<file path="src/rtl/multi_cycle_ctrl_if.sv">
// Control/status bundle between the multi-cycle sequencer (master) and the
// MIPS datapath it steers (slave).
interface multi_cycle_ctrl_if;
  logic [5:0] op;
  logic [5:0] funct;
  logic       zero;
  logic       ir_write;
  logic       pc_write;
  logic [1:0] pc_src;
  logic       reg_write;
  logic       reg_dst;
  logic       mem_write;
  logic       mem_to_reg;
  logic       alu_src;
  logic       ext_op;
  logic [4:0] aluop;
  logic [2:0] state;
  logic       done;
  logic       illegal;

  modport master (
    input  op, funct, zero,
    output ir_write, pc_write, pc_src, reg_write, reg_dst, mem_write,
           mem_to_reg, alu_src, ext_op, aluop, state, done, illegal
  );

  modport slave (
    output op, funct, zero,
    input  ir_write, pc_write, pc_src, reg_write, reg_dst, mem_write,
           mem_to_reg, alu_src, ext_op, aluop, state, done, illegal
  );
endinterface

</file>
<file path="src/rtl/multi_cycle_ctrl.sv">
// Multi-cycle control sequencer for the MIPS-subset core: fetch, decode,
// execute, memory and write-back steps for ALU ops, lw, sw, beq and j.
module multi_cycle_ctrl (
  input  logic               reset,
  input  logic               clock,
  multi_cycle_ctrl_if.master bus
);
  typedef enum logic [2:0] {
    FETCH  = 3'd0,
    DECODE = 3'd1,
    EXEC   = 3'd2,
    MEM_RD = 3'd3,
    MEM_WR = 3'd4,
    WB     = 3'd5,
    BRANCH = 3'd6,
    JUMP   = 3'd7
  } state_t;

  typedef enum logic [2:0] {
    CLS_NONE = 3'd0,
    CLS_ALU  = 3'd1,
    CLS_LW   = 3'd2,
    CLS_SW   = 3'd3,
    CLS_BEQ  = 3'd4,
    CLS_J    = 3'd5
  } class_t;

  localparam logic [4:0] ALU_ADD  = 5'b00000;
  localparam logic [4:0] ALU_ADDU = 5'b00001;
  localparam logic [4:0] ALU_SUB  = 5'b00010;
  localparam logic [4:0] ALU_AND  = 5'b00011;
  localparam logic [4:0] ALU_OR   = 5'b00100;
  localparam logic [4:0] ALU_SLT  = 5'b00101;
  localparam logic [4:0] ALU_LUI  = 5'b01010;

  state_t     state_reg, state_next;
  class_t     cls_reg, cls_next;
  logic [4:0] aluop_reg, aluop_next;
  logic       ext_op_reg, ext_op_next;
  logic       alu_src_reg, alu_src_next;
  logic       reg_dst_reg, reg_dst_next;

  // Decode of the live IR fields; only consumed while in DECODE.
  always_comb begin
    cls_next     = CLS_NONE;
    aluop_next   = ALU_ADD;
    ext_op_next  = 1'b0;
    alu_src_next = 1'b0;
    reg_dst_next = 1'b0;
    case (bus.op)
      6'b000000: begin
        cls_next     = CLS_ALU;
        reg_dst_next = 1'b1;
        case (bus.funct)
          6'b100000: aluop_next = ALU_ADD;
          6'b100001: aluop_next = ALU_ADDU;
          6'b100011: aluop_next = ALU_SUB;
          6'b100100: aluop_next = ALU_AND;
          6'b100101: aluop_next = ALU_OR;
          6'b101010: aluop_next = ALU_SLT;
          default: begin
            cls_next     = CLS_NONE;
            reg_dst_next = 1'b0;
          end
        endcase
      end
      6'b001000: begin cls_next = CLS_ALU; aluop_next = ALU_ADD;  ext_op_next = 1'b1; alu_src_next = 1'b1; end
      6'b001001: begin cls_next = CLS_ALU; aluop_next = ALU_ADDU; ext_op_next = 1'b1; alu_src_next = 1'b1; end
      6'b001100: begin cls_next = CLS_ALU; aluop_next = ALU_AND;  alu_src_next = 1'b1; end
      6'b001101: begin cls_next = CLS_ALU; aluop_next = ALU_OR;   alu_src_next = 1'b1; end
      6'b001111: begin cls_next = CLS_ALU; aluop_next = ALU_LUI;  ext_op_next = 1'b1; alu_src_next = 1'b1; end
      6'b100011: begin cls_next = CLS_LW;  aluop_next = ALU_ADD;  ext_op_next = 1'b1; alu_src_next = 1'b1; end
      6'b101011: begin cls_next = CLS_SW;  aluop_next = ALU_ADD;  ext_op_next = 1'b1; alu_src_next = 1'b1; end
      6'b000100: begin cls_next = CLS_BEQ; aluop_next = ALU_SUB;  ext_op_next = 1'b1; end
      6'b000010: cls_next = CLS_J;
      default: ;
    endcase
  end

  always_comb begin
    state_next = FETCH;
    case (state_reg)
      FETCH: state_next = DECODE;
      DECODE: begin
        case (cls_next)
          CLS_ALU, CLS_LW, CLS_SW: state_next = EXEC;
          CLS_BEQ:                 state_next = BRANCH;
          CLS_J:                   state_next = JUMP;
          default:                 state_next = FETCH;
        endcase
      end
      EXEC: begin
        case (cls_reg)
          CLS_LW:  state_next = MEM_RD;
          CLS_SW:  state_next = MEM_WR;
          default: state_next = WB;
        endcase
      end
      MEM_RD:  state_next = WB;
      default: state_next = FETCH;
    endcase
  end

  always_ff @(posedge clock or negedge reset) begin
    if (!reset) begin
      state_reg   <= FETCH;
      cls_reg     <= CLS_NONE;
      aluop_reg   <= ALU_ADD;
      ext_op_reg  <= 1'b0;
      alu_src_reg <= 1'b0;
      reg_dst_reg <= 1'b0;
    end else begin
      state_reg <= state_next;
      if (state_reg == DECODE) begin
        cls_reg     <= cls_next;
        aluop_reg   <= aluop_next;
        ext_op_reg  <= ext_op_next;
        alu_src_reg <= alu_src_next;
        reg_dst_reg <= reg_dst_next;
      end
    end
  end

  // Moore outputs, forced low while reset is held so an in-flight write
  // enable collapses before the next edge. The ALU controls stay driven
  // through MEM/WB because the datapath has no ALU output register.
  always_comb begin
    bus.ir_write   = 1'b0;
    bus.pc_write   = 1'b0;
    bus.pc_src     = 2'b00;
    bus.reg_write  = 1'b0;
    bus.reg_dst    = 1'b0;
    bus.mem_write  = 1'b0;
    bus.mem_to_reg = 1'b0;
    bus.alu_src    = 1'b0;
    bus.ext_op     = 1'b0;
    bus.aluop      = ALU_ADD;
    bus.done       = 1'b0;
    bus.illegal    = 1'b0;
    if (reset) begin
      case (state_reg)
        FETCH: begin
          bus.ir_write = 1'b1;
          bus.pc_write = 1'b1;
        end
        DECODE: bus.illegal = (cls_next == CLS_NONE);
        EXEC, MEM_RD, MEM_WR, WB, BRANCH: begin
          bus.aluop   = aluop_reg;
          bus.alu_src = alu_src_reg;
          bus.ext_op  = ext_op_reg;
          if (state_reg == MEM_WR) begin
            bus.mem_write = 1'b1;
            bus.done      = 1'b1;
          end
          if (state_reg == WB) begin
            bus.reg_write  = 1'b1;
            bus.reg_dst    = reg_dst_reg;
            bus.mem_to_reg = (cls_reg == CLS_LW);
            bus.done       = 1'b1;
          end
          if (state_reg == BRANCH) begin
            bus.pc_src   = 2'b01;
            bus.pc_write = bus.zero;
            bus.done     = 1'b1;
          end
        end
        JUMP: begin
          bus.pc_src   = 2'b10;
          bus.pc_write = 1'b1;
          bus.done     = 1'b1;
        end
        default: ;
      endcase
    end
  end

  assign bus.state = state_reg;
endmodule

</file>
<file path="src/flat_wrapper.sv">
// flat-port wrapper written by rule: the top's interface ports become plain ports
module multi_cycle_ctrl_flat 
  (reset, clock, bus_op, bus_funct, bus_zero, bus_ir_write, bus_pc_write, bus_pc_src, bus_reg_write, bus_reg_dst, bus_mem_write, bus_mem_to_reg, bus_alu_src, bus_ext_op, bus_aluop, bus_state, bus_done, bus_illegal);
  multi_cycle_ctrl_if bus_i ();
  input  logic reset;
  input  logic clock;
  input wire logic [$bits(bus_i.op)-1:0] bus_op;
  input wire logic [$bits(bus_i.funct)-1:0] bus_funct;
  input wire logic [$bits(bus_i.zero)-1:0] bus_zero;
  output wire logic [$bits(bus_i.ir_write)-1:0] bus_ir_write;
  output wire logic [$bits(bus_i.pc_write)-1:0] bus_pc_write;
  output wire logic [$bits(bus_i.pc_src)-1:0] bus_pc_src;
  output wire logic [$bits(bus_i.reg_write)-1:0] bus_reg_write;
  output wire logic [$bits(bus_i.reg_dst)-1:0] bus_reg_dst;
  output wire logic [$bits(bus_i.mem_write)-1:0] bus_mem_write;
  output wire logic [$bits(bus_i.mem_to_reg)-1:0] bus_mem_to_reg;
  output wire logic [$bits(bus_i.alu_src)-1:0] bus_alu_src;
  output wire logic [$bits(bus_i.ext_op)-1:0] bus_ext_op;
  output wire logic [$bits(bus_i.aluop)-1:0] bus_aluop;
  output wire logic [$bits(bus_i.state)-1:0] bus_state;
  output wire logic [$bits(bus_i.done)-1:0] bus_done;
  output wire logic [$bits(bus_i.illegal)-1:0] bus_illegal;
  assign bus_i.op = bus_op;
  assign bus_i.funct = bus_funct;
  assign bus_i.zero = bus_zero;
  assign bus_ir_write = bus_i.ir_write;
  assign bus_pc_write = bus_i.pc_write;
  assign bus_pc_src = bus_i.pc_src;
  assign bus_reg_write = bus_i.reg_write;
  assign bus_reg_dst = bus_i.reg_dst;
  assign bus_mem_write = bus_i.mem_write;
  assign bus_mem_to_reg = bus_i.mem_to_reg;
  assign bus_alu_src = bus_i.alu_src;
  assign bus_ext_op = bus_i.ext_op;
  assign bus_aluop = bus_i.aluop;
  assign bus_state = bus_i.state;
  assign bus_done = bus_i.done;
  assign bus_illegal = bus_i.illegal;
  multi_cycle_ctrl u_core (.reset(reset), .clock(clock), .bus(bus_i));
endmodule
</file>
<file path="config.mk">
export PLATFORM = sky130hd
export DESIGN_NAME = multi_cycle_ctrl_flat
export DESIGN_NICKNAME = d
export VERILOG_FILES = /design/src/rtl/multi_cycle_ctrl_if.sv /design/src/rtl/multi_cycle_ctrl.sv /design/src/flat_wrapper.sv
export SDC_FILE = /design/constraint.sdc
export NUM_CORES = 1
export LEC_CHECK = 0
export BUFFER_PORTS_ARGS = -buffer_cell sky130_fd_sc_hd__buf_2
export CORE_MARGIN = 2
export CORE_UTILIZATION = 49
export DETAILED_ROUTE_END_ITERATION = 12
export HOLD_SLACK_MARGIN = 0.12
export PLACE_DENSITY = 0.78
export SLEW_MARGIN = 20
export SYNTH_ARGS = -nofsm -noshare
export SYNTH_HDL_FRONTEND = slang
export SYNTH_SLANG_ARGS = --single-unit
</file>
<file path="constraint.sdc">
create_clock -name clock -period 2.1 [get_ports clock]
set_input_delay 0.105 -clock clock [delete_from_list [all_inputs] [get_ports clock]]
set_output_delay 0.105 -clock clock [all_outputs]
set_load 0.02 [all_outputs]
</file>
==> impl_results.rst <==
.. list-table::
   :header-rows: 1

   * - Metric
     - Value
   * - Result of the run
     - complete, no violations
   * - Maximum level of the CTS H-tree
     - 1
   * - Final HPWL from detailed placement
     - 1870 um
   * - Dominant synthesized flop cell
     - dfrtp_1
   * - Overall via count from detail_route
     - 1,046
   * - Area enclosed by the die boundary
     - 0.00253 mm2
   * - Number of search-and-repair iterations in the first detailed-routing pass
     - 4
   * - Buffers from clock root to sink, at most
     - 2
   * - Core area
     - 0.00198 mm2
   * - Hold Violations, Final
     - 0
   * - Leading cell type by number of instances after synthesis
     - nand2_1
   * - Yosys top cell by area
     - dfrtp_1
   * - Post-placement cell area
     - 0.00120 mm2
   * - Detail-routed net length per standard cell
     - 12.9 um
   * - Post-Layout Cell Count
     - 187
   * - Overall power after layout
     - 807 uW
   * - Endpoint class of the critical path
     - primary output
   * - Worst EP arrival
     - 1.72 ns
   * - Clock skew after layout
     - 0.00373 ns
   * - Fmax achieved
     - 548 MHz
   * - Number of buffers created by CTS
     - 3
   * - Clk sinks
     - 13
   * - Sequential cell area
     - 325 um2
   * - Clock transition time at the flip-flop clock pins of the worst setup and hold paths
     - 0.07 ns
   * - CTS root buf
     - clkbuf_4
   * - Number of antenna violations at the first check in global routing
     - 0
   * - Global-route wire length before repair
     - 4050 um
   * - Final standard cell area without fillers
     - 0.00123 mm2
   * - Gp weighted congestion
     - 0.837
   * - Total of warnings raised by yosys
     - 0
   * - Filler cell count
     - 191
   * - Top cell types by occurrence after synthesis
     - nand2_1 (22), dfrtp_1 (13), and2_1 (7), o21ai_0 (7), nor2_1 (6)
   * - Leakage component of the power
     - 0.587 nW
   * - Share of the clock period used by the worst path after layout
     - 0.869
   * - DRC
     - 0
   * - Avg Vias per Cell
     - 5.59
   * - Maximum capacitance violations
     - 0
   * - Distinct cells, synth
     - 45
   * - Synthesized area per cell
     - 7.95 um2
   * - Placed insts
     - 182
   * - EDFF count, synth
     - 0
   * - Total Routed Length
     - 2420 um
   * - Fraction of synthesized cell area taken by the top area cell type
     - 0.310
   * - Latest clock arrival within the worst-skew pair
     - 0.28 ns
   * - Hold buffer count at cts
     - 1
   * - Aggregate negative setup slack
     - 0 ns
   * - CTS tree
     - yes
   * - Post-synthesis async set-or-reset flop share
     - 1.00
   * - Starting density of the core
     - 0.530
   * - Count of input and output buffers
     - 33
   * - Die width
     - 50.3 um
   * - Final Max Slew Viols
     - 0
   * - Post-synthesis instance area
     - 0.00105 mm2
   * - Diodes inserted
     - 0
   * - P&R area growth vs syn
     - 17.5%
   * - Site row count
     - 16
   * - Post-synthesis sequential area ratio
     - 0.310
   * - Dominant cells by area after synthesis
     - dfrtp_1 (31%), nand2_1 (7.9%), and2_1 (4.2%)
   * - Share of final-layout standard cells stronger than drive strength 1
     - 0.275
   * - Cells after Synth
     - 132
   * - Remaining global-route overflow
     - 0
   * - Combined area of the multi-input logic cells
     - 654 um2
   * - Unrepaired setup endpoints after global routing
     - false
   * - Total nets after synthesis
     - 147
   * - Worst Reg2Reg Path Length in Cells
     - 4
   * - Max FFs per register
     - 4
   * - # Post-CTS Setup Buffers
     - 0
   * - GR Util All Layers
     - 0.206
   * - Pwr/cell area
     - 654 mW/mm2
   * - Number of top-level pins
     - 35
   * - Maximum number of pins on one net before global-route repair
     - 18
   * - Worst Hold Path Cells
     - 2
   * - Number of design-rule violations left by the first detailed-router iteration
     - 39
   * - Number of nets with antenna violations after routing
     - 0
   * - Vert. Die Dim
     - 50.3 um
   * - Post-layout nets
     - 176
   * - Setup Viol. Count Final
     - 0
   * - Tmin final
     - 1.82 ns
   * - Via count of the first global-routing pass
     - 927
   * - Largest fanout of any net on the critical path
     - 12
   * - Worst vdd rail ir drop
     - 0.577 mV
   * - Kind of critical path
     - flip-flop to primary output
   * - Type of the tightest min-delay check
     - input port to flip-flop
   * - Req. time, crit path
     - 2.00 ns
   * - Critical path startpoint category
     - flip-flop
   * - Post-synthesis sequential element count
     - 13
   * - Cells resized by post-CTS repair
     - 0
## kinds of logic (layout without fill, tap and decap cells)
logic type      after synthesis  count (layout)  share of synthesized area
simple gates                 69              69                      0.381
compound gates               32              32                      0.212
buf+inv                      14              42                     0.0667
flops                        13              13                      0.310
xor+xnor                      2               2                     0.0167
other cells                   1               1                    0.00357
mux                           1               1                    0.00954
## layer usage
metal | vias up | wire length [um] | share of wire | GRT usage
li1 | 529 | - | - | -
met1 | 469 | 1150 | 0.47 | 0.279
met2 | 40 | 1100 | 0.45 | 0.331
met3 | 8 | 119 | 0.049 | 0.0357
met4 | 0 | 51 | 0.021 | 0.0694
met5 | - | 0 | 0 | 0
## final cells by class
| cell class | instances | area share |
|---|---|---|
| clock buffers | 4 | 0.0213 |
| inverters | 3 | 0.00913 |
| well taps | 27 | 0.0274 |
| repair buffers | 35 | 0.148 |
| multi-input cells | 105 | 0.530 |
| flip-flops and latches | 13 | 0.264 |
## final timing paths
check                                     from                   to  slack, ns
hold reg to reg             u_core.reg_dst_reg   u_core.reg_dst_reg       0.48
hold / removal                       bus_op[4]   u_core.alu_src_reg       0.14
setup / recovery           u_core.bus.state[2]         bus_aluop[1]       0.28
max in group asynchronous                reset  u_core.aluop_reg[2]       1.63
setup reg to reg             u_core.cls_reg[0]  u_core.bus.state[1]       0.47
min in group asynchronous                reset  u_core.bus.state[0]       0.29
## critical path, cell delays in order (launching register included)
cell and delay (ns):
dfrtp_1 0.55, o21ai_0 0.13, a31oi_1 0.40, and2_1 0.20
buf_2 0.16
## cells in the final DEF (no fill, tap or decap), types with 2 or more instances in the layout
cell type and n:
a21boi_0 3, a21oi_1 4, a32oi_1 2, and2_1 7, buf_2 33, clkbuf_4 3, dfrtp_1 13, inv_1 3
nand2_1 22, nand2b_1 3, nand3_1 4, nand3b_1 3, nor2_1 6, nor2b_1 3, nor3_1 3, nor3b_1 3
nor4b_1 2, o21ai_0 7, o22ai_1 3, o31ai_1 4, or2_2 2, or3_1 3
## report_power, final
group | switching, mW | leakage, nW | total (mW) | internal, mW
registers | 0.0512 | 0.178 | 0.338 | 0.286
clock network | 0.0773 | 0.0150 | 0.151 | 0.0737
logic | 0.207 | 0.394 | 0.318 | 0.111
total | 0.336 | 0.587 | 0.807 | 0.471
## stage by stage
step                setup WS [ns]  utilization  hold slack (ns)
floorplan                   0.375            -           -0.191
global placement            0.519        0.604           0.0689
detailed placement          0.466        0.604           0.0616
CTS                         0.244        0.622            0.129
global route               0.0286        0.622            0.128
finish                      0.276        0.622            0.139
(Power assumes the default switching activity.)
